### src/rtl/xor_parity_frame_accum_if.sv
// Word-in / frame-result-out handshake bundle for xor_parity_frame_accum.
// slave modport is the accumulator side, master is the word source / result sink side.
interface xor_parity_frame_accum_if #(
    parameter int WIDTH     = 4,
    parameter int FRAME_LEN = 8
);
    localparam int CW = $clog2(FRAME_LEN + 1);

    logic             in_valid;
    logic             in_ready;
    logic [WIDTH-1:0] in_data;
    logic             in_last;
    logic             in_exp_parity;
    logic             out_valid;
    logic             out_ready;
    logic             out_parity;
    logic [CW-1:0]    out_count;
    logic             out_err;

    modport slave (
        input  in_valid, in_data, in_last, in_exp_parity, out_ready,
        output in_ready, out_valid, out_parity, out_count, out_err
    );

    modport master (
        output in_valid, in_data, in_last, in_exp_parity, out_ready,
        input  in_ready, out_valid, out_parity, out_count, out_err
    );
endinterface

### src/rtl/xor_parity_frame_accum.sv
// xor_parity_frame_accum: XOR-reduces each input word and accumulates the running
// parity over a frame closed by in_last or after FRAME_LEN words. The frame parity
// (ODD applied) and word count are returned on a valid/ready result channel.
// Optional macro PARITY_CHECK_EN: compares the frame parity against in_exp_parity
// sampled with the last word and reports the mismatch on out_err; without it
// out_err is tied to 0 and in_exp_parity is ignored.
module xor_parity_frame_accum #(
    parameter int WIDTH     = 4,
    parameter int FRAME_LEN = 8,
    parameter int ODD       = 0
) (
    input  logic                        clk,
    input  logic                        rst_n,
    xor_parity_frame_accum_if.slave     bus
);
    localparam int CW = $clog2(FRAME_LEN + 1);

    localparam logic [1:0] S_IDLE  = 2'd0;
    localparam logic [1:0] S_ACCUM = 2'd1;
    localparam logic [1:0] S_HOLD  = 2'd2;

    localparam logic [CW-1:0] CNT_ONE = CW'(1);
    localparam logic [CW-1:0] CNT_MAX = CW'(FRAME_LEN);
    localparam logic          ODD_B   = (ODD != 0);

    logic [1:0]    state;
    logic          acc;
    logic [CW-1:0] cnt;
    logic          rdy_en;
    logic          par_q;
    logic [CW-1:0] count_q;
    logic          err_q;

    logic          wp;
    logic          acc_next;
    logic [CW-1:0] cnt_next;
    logic          accept;
    logic          frame_end;
    logic          in_ready_c;

    // in_ready stays low through reset and rises on the first clock after release
    assign in_ready_c = rdy_en && (state != S_HOLD);

    // Word parity, next accumulator values and end-of-frame detection
    always_comb begin
        wp        = ^bus.in_data;
        acc_next  = acc ^ wp;
        cnt_next  = cnt + CNT_ONE;
        accept    = bus.in_valid && in_ready_c;
        frame_end = bus.in_last || (cnt_next == CNT_MAX);
    end

    // Frame FSM, accumulator and registered result
    always_ff @(posedge clk or negedge rst_n) begin
        if (!rst_n) begin
            state   <= S_IDLE;
            acc     <= 1'b0;
            cnt     <= '0;
            rdy_en  <= 1'b0;
            par_q   <= 1'b0;
            count_q <= '0;
            err_q   <= 1'b0;
        end else begin
            rdy_en <= 1'b1;
            case (state)
                S_IDLE, S_ACCUM: begin
                    if (accept) begin
                        acc <= acc_next;
                        cnt <= cnt_next;
                        if (frame_end) begin
                            state   <= S_HOLD;
                            par_q   <= acc_next ^ ODD_B;
                            count_q <= cnt_next;
`ifdef PARITY_CHECK_EN
                            err_q   <= (acc_next ^ ODD_B) != bus.in_exp_parity;
`else
                            err_q   <= 1'b0;
`endif
                        end else begin
                            state <= S_ACCUM;
                        end
                    end
                end
                S_HOLD: begin
                    if (bus.out_ready) begin
                        state <= S_IDLE;
                        acc   <= 1'b0;
                        cnt   <= '0;
                    end
                end
                default: begin
                    state <= S_IDLE;
                    acc   <= 1'b0;
                    cnt   <= '0;
                end
            endcase
        end
    end

`ifndef PARITY_CHECK_EN
    logic unused_exp_parity;
    assign unused_exp_parity = bus.in_exp_parity;
`endif

    assign bus.in_ready   = in_ready_c;
    assign bus.out_valid  = (state == S_HOLD);
    assign bus.out_parity = par_q;
    assign bus.out_count  = count_q;
    assign bus.out_err    = err_q;
endmodule

### src/flat_wrapper.sv
// flat-port wrapper written by rule: the top's interface ports become plain ports
module xor_parity_frame_accum_flat 
#(
    parameter int WIDTH     = 4,
    parameter int FRAME_LEN = 8,
    parameter int ODD       = 0
)
  (clk, rst_n, bus_in_valid, bus_in_data, bus_in_last, bus_in_exp_parity, bus_out_ready, bus_in_ready, bus_out_valid, bus_out_parity, bus_out_count, bus_out_err);
  xor_parity_frame_accum_if #(.WIDTH(WIDTH), .FRAME_LEN(FRAME_LEN)) bus_i ();
  input  logic clk;
  input  logic rst_n;
  input wire logic [$bits(bus_i.in_valid)-1:0] bus_in_valid;
  input wire logic [$bits(bus_i.in_data)-1:0] bus_in_data;
  input wire logic [$bits(bus_i.in_last)-1:0] bus_in_last;
  input wire logic [$bits(bus_i.in_exp_parity)-1:0] bus_in_exp_parity;
  input wire logic [$bits(bus_i.out_ready)-1:0] bus_out_ready;
  output wire logic [$bits(bus_i.in_ready)-1:0] bus_in_ready;
  output wire logic [$bits(bus_i.out_valid)-1:0] bus_out_valid;
  output wire logic [$bits(bus_i.out_parity)-1:0] bus_out_parity;
  output wire logic [$bits(bus_i.out_count)-1:0] bus_out_count;
  output wire logic [$bits(bus_i.out_err)-1:0] bus_out_err;
  assign bus_i.in_valid = bus_in_valid;
  assign bus_i.in_data = bus_in_data;
  assign bus_i.in_last = bus_in_last;
  assign bus_i.in_exp_parity = bus_in_exp_parity;
  assign bus_i.out_ready = bus_out_ready;
  assign bus_in_ready = bus_i.in_ready;
  assign bus_out_valid = bus_i.out_valid;
  assign bus_out_parity = bus_i.out_parity;
  assign bus_out_count = bus_i.out_count;
  assign bus_out_err = bus_i.out_err;
  xor_parity_frame_accum #(.WIDTH(WIDTH), .FRAME_LEN(FRAME_LEN), .ODD(ODD)) u_core (.clk(clk), .rst_n(rst_n), .bus(bus_i));
endmodule
### config.mk
export PLATFORM = sky130hd
export DESIGN_NAME = xor_parity_frame_accum_flat
export DESIGN_NICKNAME = d
export VERILOG_FILES = /design/src/rtl/xor_parity_frame_accum_if.sv /design/src/rtl/xor_parity_frame_accum.sv /design/src/flat_wrapper.sv
export SDC_FILE = /design/constraint.sdc
export NUM_CORES = 1
export LEC_CHECK = 0
export ABC_CLOCK_PERIOD_IN_PS = 2050
export BUFFER_PORTS_ARGS = -buffer_cell sky130_fd_sc_hd__buf_2
export CAP_MARGIN = 25
export CORE_MARGIN = 10
export CORE_UTILIZATION = 49
export CTS_BUF_LIST = sky130_fd_sc_hd__clkbuf_8 sky130_fd_sc_hd__clkbuf_16
export DETAILED_ROUTE_END_ITERATION = 12
export GPL_ROUTABILITY_DRIVEN = 0
export PLACE_DENSITY = 0.75
export SYNTH_ARGS = -nofsm -noshare
export SYNTH_HDL_FRONTEND = slang
export SYNTH_SLANG_ARGS = --single-unit
### constraint.sdc
create_clock -name clk -period 2.05 [get_ports clk]
set_clock_uncertainty 0.1 [all_clocks]
set_input_delay 0.41 -clock clk [delete_from_list [all_inputs] [get_ports clk]]
set_output_delay 0.41 -clock clk [all_outputs]
set_load 0.1 [all_outputs]
==> results.md <==
- Clk_lat worst skew: 240 ps
- Commonest non-fill, non-tap cells in the layout: 15 x buf_2, 13 x dfrtp_1, 5 x xnor2_1
- Slew Viols, Final: 0
- Final Cycle Share: 91.6%
- Fmax: 533 MHz
- FP Rows: 13
- Internal power: between 0.6 and 0.7 mW
- Seq. cell area: 325 um^2
- Total negative slack: 0 ps
- CP required: 1540 ps
- CP Capture Type: primary output
- Die Y: ~57 um
- Status: finished clean
- H-Tree Depth: 1
- WS Path Type: reg -> out
- Synth Register Bits: 13
- Post-Syn Nets: 66
- Startpoint Class: flip-flop
- Inst Count DP: 84
- Mapped Area: between 600 and 700 um^2
- Switching Fraction: 50.0%
- Total Die Area: 3200 um^2
- Post-synth cell types: 25
- Initial antenna violation count: 0
- Drt via density: 5.00
- Multi-input logic area: 315 um^2
- CTS Root Cell: clkbuf_8
- Final #Nets: between 80 and 90
- Pre-Repair DR Iteration Count: 4
- Post-Synthesis Cells: 55
- Worst-path clk slew: 50 ps
- Final setup vio count: 0
- Max Cap Violations: 0
- Clk sinks: 13
- Final Hold Vio Count: 0
- Total setup buffers inserted after CTS: 0
- Clock Path Buffers: 2
- Final core occ: 62.0%
- Starting density of the core: 51.0%
- Yosys warns: 0
- Hold buffer count at CTS: 1
- Logic gate share of total power: 51.7%
- Crit path DAT: 1370 ps
- IO buf count: 15
- Core Area: 1280 um^2
- Switching power: 0.659 mW
- Power share of the sequential group: a little under a third
- Hold Slack: 272 ps
- Power share of the clock group: 16.8%
- Antenna viol nets, final: 0
- Antenna fix cells: 0
- Dpl hpwl: 966 um
- Hold depth: 2
- Most common cell after layout, fill and taps aside: buf_2
- I/O pin count: 18
- CTS buffer count: 3
- Crit path max fanout: 6
- Total congestion overflow: 0
- Fin crit period: ~1900 ps
- Static leakage: about 0.40 nW
- Global-route wire length before repair: 2.13 mm
- GRT Resource Usage Total: 8.47%
- P per Cell Area: 1650 nW/um^2
- Mean Syn Cell Area: 11.9 um^2
- Drc violations: 0
- Hold crit path type: in -> reg
- DR iter-0 viols: 6
- Routed WL: 1.22 mm
- Vias in the first global route: 475
- Vias post-DR: approximately 450
- Worst vdd ir: 0.817 mV
- Worst Reg-to-Reg Cells: 5
- RSZ-0062 raised after global routing: false
- CTS tree: done
- Routed len/inst: 13.7 um
- Die width: 56.6 um
- CTS resizes: 0
- Layout cells sized above 1: about a third
- Layout area overhead: 21.6%
- Post-Layout Cell Count: just under 90
- Register area share after synthesis: 49.6%
- Pin count of the biggest net entering global routing: 14
- Fill cells: 108
-- routing by layer --
layer  part of all wire, %  track usage [%]  vias up
met5                     0                0        -
met4                   2.7             5.15        0
met3                   9.4             4.72        5
met2                    44             12.4       11
met1                    44             9.24      207
li1                      -                -      222
-- Yosys cell counts, drive strengths merged --
cell type	n	area [um^2]
a21bo	1	10.0
a21oi	3	18.8
a22o	3	26.3
and2	1	6.26
buf	1	7.51
conb	2	7.51
dfrtp	13	325
ha	1	12.5
inv	2	7.51
mux2	4	60.1
mux2i	2	20.0
nand2	4	15.0
nand2b	1	6.26
nand3	1	5.00
nand3b	1	7.51
nor2	2	15.0
nor2b	1	6.26
o21ai	4	31.3
o31a	1	8.76
or3	1	6.26
xnor2	5	43.8
xor2	1	8.76
-- worst paths after layout --
check,start,endpoint,slack (ps)
min reg2reg,u_core.bus.out_parity$_DFFE_PN0P_,u_core.bus.out_parity$_DFFE_PN0P_,400
max reg2reg,u_core.cnt[0]$_DFFE_PN0P_,u_core.bus.out_count[1]$_DFFE_PN0P_,360
min,bus_out_ready,u_core.state[1]$_DFFE_PN0P_,270
min in group asynchronous,rst_n,u_core.bus.out_count[1]$_DFFE_PN0P_,480
max,u_core.state[1]$_DFFE_PN0P_,bus_in_ready,170
max in group asynchronous,rst_n,u_core.rdy_en$_DFF_PN0_,1150
-- critical path: stages, from the launching register on --
cell and delay [ps]:
dfrtp_1 450, nand2b_1 130, and2_1 120, buf_2 420
-- power by group through the flow --
stage               logic [mW]  registers, mW  clock network (mW)
finish                   0.681          0.415               0.221
global route             0.721          0.432               0.243
CTS                      0.687          0.416               0.226
detailed placement       0.683          0.421                   0
global placement         0.670          0.416                   0
floorplan                0.241          0.748                   0
-- flip-flops by register name, indices dropped and copies added, names as in the netlist --
name	flops
u_core.bus.out_parity	1
u_core.cnt	4
u_core.acc	1
u_core.state	2
u_core.rdy_en	1
u_core.bus.out_count	4
-- metrics by stage --
| stage | instance area [um^2] | total power, mW | worst slack [ps] |
|---|---|---|---|
| after detailed placement | 742 | 1.10 | 366 |
| after global routing | 797 | 1.40 | 88.6 |
| after floorplan | 656 | 0.989 | 252 |
| after global placement | 742 | 1.09 | 379 |
| final | 797 | 1.32 | 173 |
| after CTS | 797 | 1.33 | 163 |
-- layout make-up --
cell class | count | share of cell area (%)
timing repair buffer | 16 | 10.7
clock buffer | 3 | 5.18
tap | 15 | 2.35
inverter | 2 | 0.942
clock inverter | 1 | 0.471
multi-input combinational | 39 | 39.6
sequential | 13 | 40.8
-- logic make-up after synthesis --
logic type | after synthesis | share of synthesized area (%)
muxes | 6 | 12.2
AOI/OAI and AO/OA | 12 | 14.5
and+or+nand+nor | 12 | 10.3
buffers and inverters | 3 | 2.29
DFF | 13 | 49.6
xor gates and xnor gates | 6 | 8.02
other | 2 | 1.15
adders and majority gates | 1 | 1.91
No activity file was read; power rests on OpenSTA's default activity.
